`src/rtl/cache_pmem_arbiter_if.sv`:
```
// Cacheline physical-memory port bundle.
// One instance per link: icache->arbiter, dcache->arbiter, arbiter->memory.
//   read/write : request strobes, held by the requester until resp
//   address    : line address
//   wdata      : writeback line (meaningful only with write)
//   rdata      : fill line, valid alongside resp
//   resp       : one-cycle completion pulse
// The icache link never writes; its write/wdata are tied low by the client.
interface cache_pmem_arbiter_if #(
  parameter int ADDR_WIDTH = 32,
  parameter int LINE_WIDTH = 256
);
  logic                  read;
  logic                  write;
  logic [ADDR_WIDTH-1:0] address;
  logic [LINE_WIDTH-1:0] wdata;
  logic [LINE_WIDTH-1:0] rdata;
  logic                  resp;

  modport master (output read, write, address, wdata, input  rdata, resp);
  modport slave  (input  read, write, address, wdata, output rdata, resp);
endinterface

```
`src/rtl/cache_pmem_arbiter.sv`:
```
// Round-robin arbiter merging icache fills and dcache fills/writebacks onto
// a single cacheline memory port, one transaction in flight at a time.
// Ports:
//   clk, rst : clock, synchronous active-high reset
//   i_pmem   : icache link (slave side; read-only client)
//   d_pmem   : dcache link (slave side; read and write)
//   mem      : memory link (master side)
// Memory-side request signals come only from registers latched at grant,
// so client inputs never reach mem_* combinationally.
module cache_pmem_arbiter #(
  parameter int ADDR_WIDTH = 32,
  parameter int LINE_WIDTH = 256
) (
  input  logic                 clk,
  input  logic                 rst,
  cache_pmem_arbiter_if.slave  i_pmem,
  cache_pmem_arbiter_if.slave  d_pmem,
  cache_pmem_arbiter_if.master mem
);
  typedef enum logic [1:0] {IDLE = 2'd0, SERVE_I = 2'd1, SERVE_D = 2'd2} state_t;
  typedef enum logic {GNT_I = 1'b0, GNT_D = 1'b1} client_t;

  state_t                state;
  client_t               last_grant;
  logic [ADDR_WIDTH-1:0] addr_q;
  logic [LINE_WIDTH-1:0] wdata_q;
  logic                  read_q;
  logic                  write_q;

  logic i_req, d_req, pick_d;

  assign i_req  = i_pmem.read;
  assign d_req  = d_pmem.read | d_pmem.write;
  // On a tie the client that did not win last time is chosen.
  assign pick_d = d_req & (~i_req | (last_grant == GNT_I));

  always_ff @(posedge clk) begin
    if (rst) begin
      state      <= IDLE;
      last_grant <= GNT_D;
      addr_q     <= '0;
      wdata_q    <= '0;
      read_q     <= 1'b0;
      write_q    <= 1'b0;
    end else begin
      case (state)
        IDLE: begin
          if (pick_d) begin
            state      <= SERVE_D;
            last_grant <= GNT_D;
            addr_q     <= d_pmem.address;
            // read+write together is illegal; treat it as a writeback
            write_q    <= d_pmem.write;
            read_q     <= ~d_pmem.write;
            if (d_pmem.write) wdata_q <= d_pmem.wdata;
          end else if (i_req) begin
            state      <= SERVE_I;
            last_grant <= GNT_I;
            addr_q     <= i_pmem.address;
            read_q     <= 1'b1;
            write_q    <= 1'b0;
          end
        end
        SERVE_I, SERVE_D: begin
          // Requests are held until the memory completes; going back through
          // IDLE gives the client a cycle to drop its request before re-arbitration.
          if (mem.resp) begin
            state   <= IDLE;
            read_q  <= 1'b0;
            write_q <= 1'b0;
          end
        end
        default: state <= IDLE;
      endcase
    end
  end

  assign mem.read    = read_q;
  assign mem.write   = write_q;
  assign mem.address = addr_q;
  assign mem.wdata   = wdata_q;

  // Fill data goes to both clients; only the resp pulse names the owner.
  assign i_pmem.rdata = mem.rdata;
  assign d_pmem.rdata = mem.rdata;
  assign i_pmem.resp  = (state == SERVE_I) & mem.resp;
  assign d_pmem.resp  = (state == SERVE_D) & mem.resp;

  // The icache link carries no writes.
  logic unused_i_write;
  assign unused_i_write = ^{i_pmem.write, i_pmem.wdata};
endmodule
```
`src/flat_wrapper.sv`:
```
// flat-port wrapper written by rule: the top's interface ports become plain ports
module cache_pmem_arbiter_flat 
#(
  parameter int ADDR_WIDTH = 32,
  parameter int LINE_WIDTH = 256
)
  (clk, rst, i_pmem_read, i_pmem_write, i_pmem_address, i_pmem_wdata, i_pmem_rdata, i_pmem_resp, d_pmem_read, d_pmem_write, d_pmem_address, d_pmem_wdata, d_pmem_rdata, d_pmem_resp, mem_read, mem_write, mem_address, mem_wdata, mem_rdata, mem_resp);
  cache_pmem_arbiter_if #(.ADDR_WIDTH(ADDR_WIDTH), .LINE_WIDTH(LINE_WIDTH)) i_pmem_i ();
  cache_pmem_arbiter_if #(.ADDR_WIDTH(ADDR_WIDTH), .LINE_WIDTH(LINE_WIDTH)) d_pmem_i ();
  cache_pmem_arbiter_if #(.ADDR_WIDTH(ADDR_WIDTH), .LINE_WIDTH(LINE_WIDTH)) mem_i ();
  input  logic clk;
  input  logic rst;
  input wire logic [$bits(i_pmem_i.read)-1:0] i_pmem_read;
  input wire logic [$bits(i_pmem_i.write)-1:0] i_pmem_write;
  input wire logic [$bits(i_pmem_i.address)-1:0] i_pmem_address;
  input wire logic [$bits(i_pmem_i.wdata)-1:0] i_pmem_wdata;
  output wire logic [$bits(i_pmem_i.rdata)-1:0] i_pmem_rdata;
  output wire logic [$bits(i_pmem_i.resp)-1:0] i_pmem_resp;
  input wire logic [$bits(d_pmem_i.read)-1:0] d_pmem_read;
  input wire logic [$bits(d_pmem_i.write)-1:0] d_pmem_write;
  input wire logic [$bits(d_pmem_i.address)-1:0] d_pmem_address;
  input wire logic [$bits(d_pmem_i.wdata)-1:0] d_pmem_wdata;
  output wire logic [$bits(d_pmem_i.rdata)-1:0] d_pmem_rdata;
  output wire logic [$bits(d_pmem_i.resp)-1:0] d_pmem_resp;
  output wire logic [$bits(mem_i.read)-1:0] mem_read;
  output wire logic [$bits(mem_i.write)-1:0] mem_write;
  output wire logic [$bits(mem_i.address)-1:0] mem_address;
  output wire logic [$bits(mem_i.wdata)-1:0] mem_wdata;
  input wire logic [$bits(mem_i.rdata)-1:0] mem_rdata;
  input wire logic [$bits(mem_i.resp)-1:0] mem_resp;
  assign i_pmem_i.read = i_pmem_read;
  assign i_pmem_i.write = i_pmem_write;
  assign i_pmem_i.address = i_pmem_address;
  assign i_pmem_i.wdata = i_pmem_wdata;
  assign i_pmem_rdata = i_pmem_i.rdata;
  assign i_pmem_resp = i_pmem_i.resp;
  assign d_pmem_i.read = d_pmem_read;
  assign d_pmem_i.write = d_pmem_write;
  assign d_pmem_i.address = d_pmem_address;
  assign d_pmem_i.wdata = d_pmem_wdata;
  assign d_pmem_rdata = d_pmem_i.rdata;
  assign d_pmem_resp = d_pmem_i.resp;
  assign mem_read = mem_i.read;
  assign mem_write = mem_i.write;
  assign mem_address = mem_i.address;
  assign mem_wdata = mem_i.wdata;
  assign mem_i.rdata = mem_rdata;
  assign mem_i.resp = mem_resp;
  cache_pmem_arbiter #(.ADDR_WIDTH(ADDR_WIDTH), .LINE_WIDTH(LINE_WIDTH)) u_core (.clk(clk), .rst(rst), .i_pmem(i_pmem_i), .d_pmem(d_pmem_i), .mem(mem_i));
endmodule
```
`config.mk`:
```
export PLATFORM = sky130hd
export DESIGN_NAME = cache_pmem_arbiter_flat
export DESIGN_NICKNAME = d
export VERILOG_FILES = /design/src/rtl/cache_pmem_arbiter_if.sv /design/src/rtl/cache_pmem_arbiter.sv /design/src/flat_wrapper.sv
export SDC_FILE = /design/constraint.sdc
export NUM_CORES = 1
export LEC_CHECK = 0
export CORE_AREA = 2 2 644 646
export DETAILED_ROUTE_END_ITERATION = 10
export DIE_AREA = 0 0 646 648
export GPL_TIMING_DRIVEN = 0
export PLACE_DENSITY_LB_ADDON = 0.1
export SYNTH_ARGS = -nofsm -noshare
export SYNTH_HDL_FRONTEND = slang
export SYNTH_SLANG_ARGS = --single-unit
```
`constraint.sdc`:
```
create_clock -name clk -period 2.9 [get_ports clk]
set_input_delay 0.435 -clock clk [delete_from_list [all_inputs] [get_ports clk]]
set_output_delay 0.435 -clock clk [all_outputs]
set_load 0.03 [all_outputs]
```
==> metrics <==
slew at the pin closest to its max-slew limit=1.22 ns; setup fix buffers added after clock tree synthesis=0; worst-case register-to-register setup slack=0.35 ns; post-route core utilization=8.50%; f_max=378 MHz; via count of the first global-routing pass=18200; Main synth FF type=dfxtp_1; I/O pins=1643; most used cells in the layout excluding fill and tap cells=clkdlybuf4s50_1, buf_4, dfxtp_1; share of flip-flops with an asynchronous set or reset after synthesis=0%; latest clock arrival within the worst-skew pair=0.72 ns; area share of fa/ha/maj cells after synthesis=0.331%; post-detailed-route via-to-cell ratio=2.13; start-to-end type of the worst setup path=reg -> out; GRT Residual Overflow=0; CTS Root Buffer Type=clkbuf_16; max-slew violation total from the final report=0; FF+latch count, synth=293; placement row count=236; mux share of post-synthesis cell area=0%; number of sinks handled by clock tree synthesis=293; longest individual stage delay on the worst path=0.97 ns; part of the Yosys area used for sequential elements=38.8%; combined area of all synthesized cells=15100 sq um; routability cong.=0.729; Max FO, Critical Path=2; ordered cell list for the critical path=clkdlybuf4s50_1; min setup slack post-route=0.252 ns; most common cell after layout, fill and taps aside=clkdlybuf4s50_1; Core ar.=412000 sq um; pwr/cell area=511 nW/um^2; share of the synthesized netlist area taken by xor and xnor gates=0%; TritonCTS clock tree=yes; Initial Util=3.67%; antenna violations before repair=114; largest family of logic cells by synthesized area=buffers and inverters; horizontal die dimension=646 um; Worst slew margin=18.5%; final-layout fill cell count=48000; die footprint=419000 sq um; number of distinct standard cells referenced by the synthesized netlist=28; fraction of layout cells with a size suffix above 1=21.0%; total clock buffers created by CTS=49; Placed Cells incl. Taps=8492; clock tree buffer depth=3; global-route wire length before repair=236000 um; Yosys warning count=0; worst hold slack across all endpoints=0.269 ns; DR DRC count=0; relative area change from synthesis to final layout=131%; compound-cell area share of the yosys netlist=20.4%; number of buffer and inverter stages on the critical path=1; largest clock skew in the final design=0.0759 ns; synthesized area divided by synthesized cell count=8.01 sq um; total length of routed wires=197000 um; height of the die=648 um; number of detailed-routing iterations run before antenna repair=7; total via count in the routed design=18300; synthesized netlist cell count=1890; time the worst path needs with I/O delays and setup=2.65 ns; number of port buffers=1127; largest voltage drop on the vdd net=0.499 mV; H-tree levels=2; number of nets at the end of the flow=3911; pin count of the biggest net entering global routing=18; slowest stage cell, crit path=clkdlybuf4s50_1; worst path required time=2.47 ns; CP Launch Type=flop; final hold viol count=0; antenna-violating nets left=0; Pleak=0.0114 uW; Starting DRT DRC Count=725; clock-pin slew on the worst setup and hold paths=0.05 ns; Post-synth EDFFs=0; Worst Path Arrival=2.21 ns; setup violators final=0; reported max-cap violation count=0; Hold/Removal Path Class=in -> reg; placement-stage worst setup slack=-0.967 ns; post-route insts no fill=8609; crit share post-route=91.3%; Avg WL per Cell=22.9 um; critical path endpoint category=primary output; result of the run=complete, no violations; simple-gate area share of the yosys netlist=10.4%; gr usage total=8.98%; detailed placement HPWL=176000 um; syn nets=2733; cell family with the largest share of critical-path delay=buffers and inverters
cells by family (layout without fill, tap and decap cells):
family / count (synthesis) / in the layout
AO/OA/AOI/OAI: 590 / 590
adder cells (fa/ha/maj): 4 / 4
other: 0 / 28
buffers and inverters: 674 / 1891
flip-flops: 293 / 293
AND/OR/NAND/NOR: 329 / 329
through the flow:
step	setup TNS, ns	total power, uW	area (sq um)
5_1_grt	-0.00330	19100	34900
3_5_place_dp	-135.93	12100	33300
6_report	0	17900	35000
4_1_cts	0	18700	34900
2_1_floorplan	0	8110	15100
3_3_place_gp	-169.58	12200	33300
Yosys cell counts (all sizes together) (3+ instances only):
master | instances | area [sq um]
buf | 550 | 4080
dfxtp | 293 | 5870
a21oi | 291 | 1460
o21ai | 258 | 1290
nand3 | 256 | 1280
clkbuf | 121 | 454
nand2 | 33 | 124
nor2 | 32 | 120
a211oi | 31 | 233
ha | 4 | 50.1
inv | 3 | 11.3
o31ai | 3 | 36.3
final timing paths:
check / start / to / cells past startpoint
max: u_core.mem.address[23] / mem_address[23] / 1
min: i_pmem_address[7] / u_core.mem.address[7] / 3
min reg2reg: u_core.mem.write / u_core.mem.write / 2
max reg2reg: u_core.state[0] / u_core.mem.wdata[160] / 8
sequential cells by signal, summed over array words and instances, names as in the netlist:
register            count
u_core.last_grant       1
u_core.mem.read         1
u_core.mem.write        1
u_core.state            2
u_core.mem.address     32
u_core.mem.wdata      256
final cells by class:
| class | instances | area, sq um | area share [%] |
|---|---|---|---|
| Antenna cell | 28 | 70.1 | 0.200 |
| Buffer | 670 | 4560 | 13.0 |
| Clock buffer | 75 | 1470 | 4.21 |
| Clock inverter | 15 | 149 | 0.425 |
| Inverter | 3 | 11.3 | 0.0322 |
| Multi-Input combinational cell | 923 | 4720 | 13.5 |
| Sequential cell | 293 | 5870 | 16.8 |
| Tap cell | 5474 | 6850 | 19.6 |
| Timing Repair Buffer | 1128 | 11300 | 32.3 |
what timing repair did:
action | 4_1_cts | 5_1_grt
hold endpoints to repair | 0 | 0
hold buffers | 0 | 0
endpoints found under the setup margin | 259 | 45
gates resized for setup | 8 | 25
routing by layer:
| layer | part of all wire, % | vias up | wire [um] | track usage, % |
|---|---|---|---|---|
| met3 | 12 | 239 | 23700 | 4.63 |
| li1 | - | 8416 | - | - |
| met1 | 35 | 8662 | 68800 | 9.12 |
| met4 | 2.0 | 52 | 3940 | 1.72 |
| met5 | 0.16 | - | 312 | 0 |
| met2 | 51 | 970 | 100000 | 16.4 |
power breakdown:
group	total (uW)	switching [uW]	internal (uW)	leakage [uW]
registers	4680	252	4430	0.00240
clock network	6180	2670	3510	0.000797
logic	7030	4450	2590	0.00821
(Power assumes the default switching activity.)
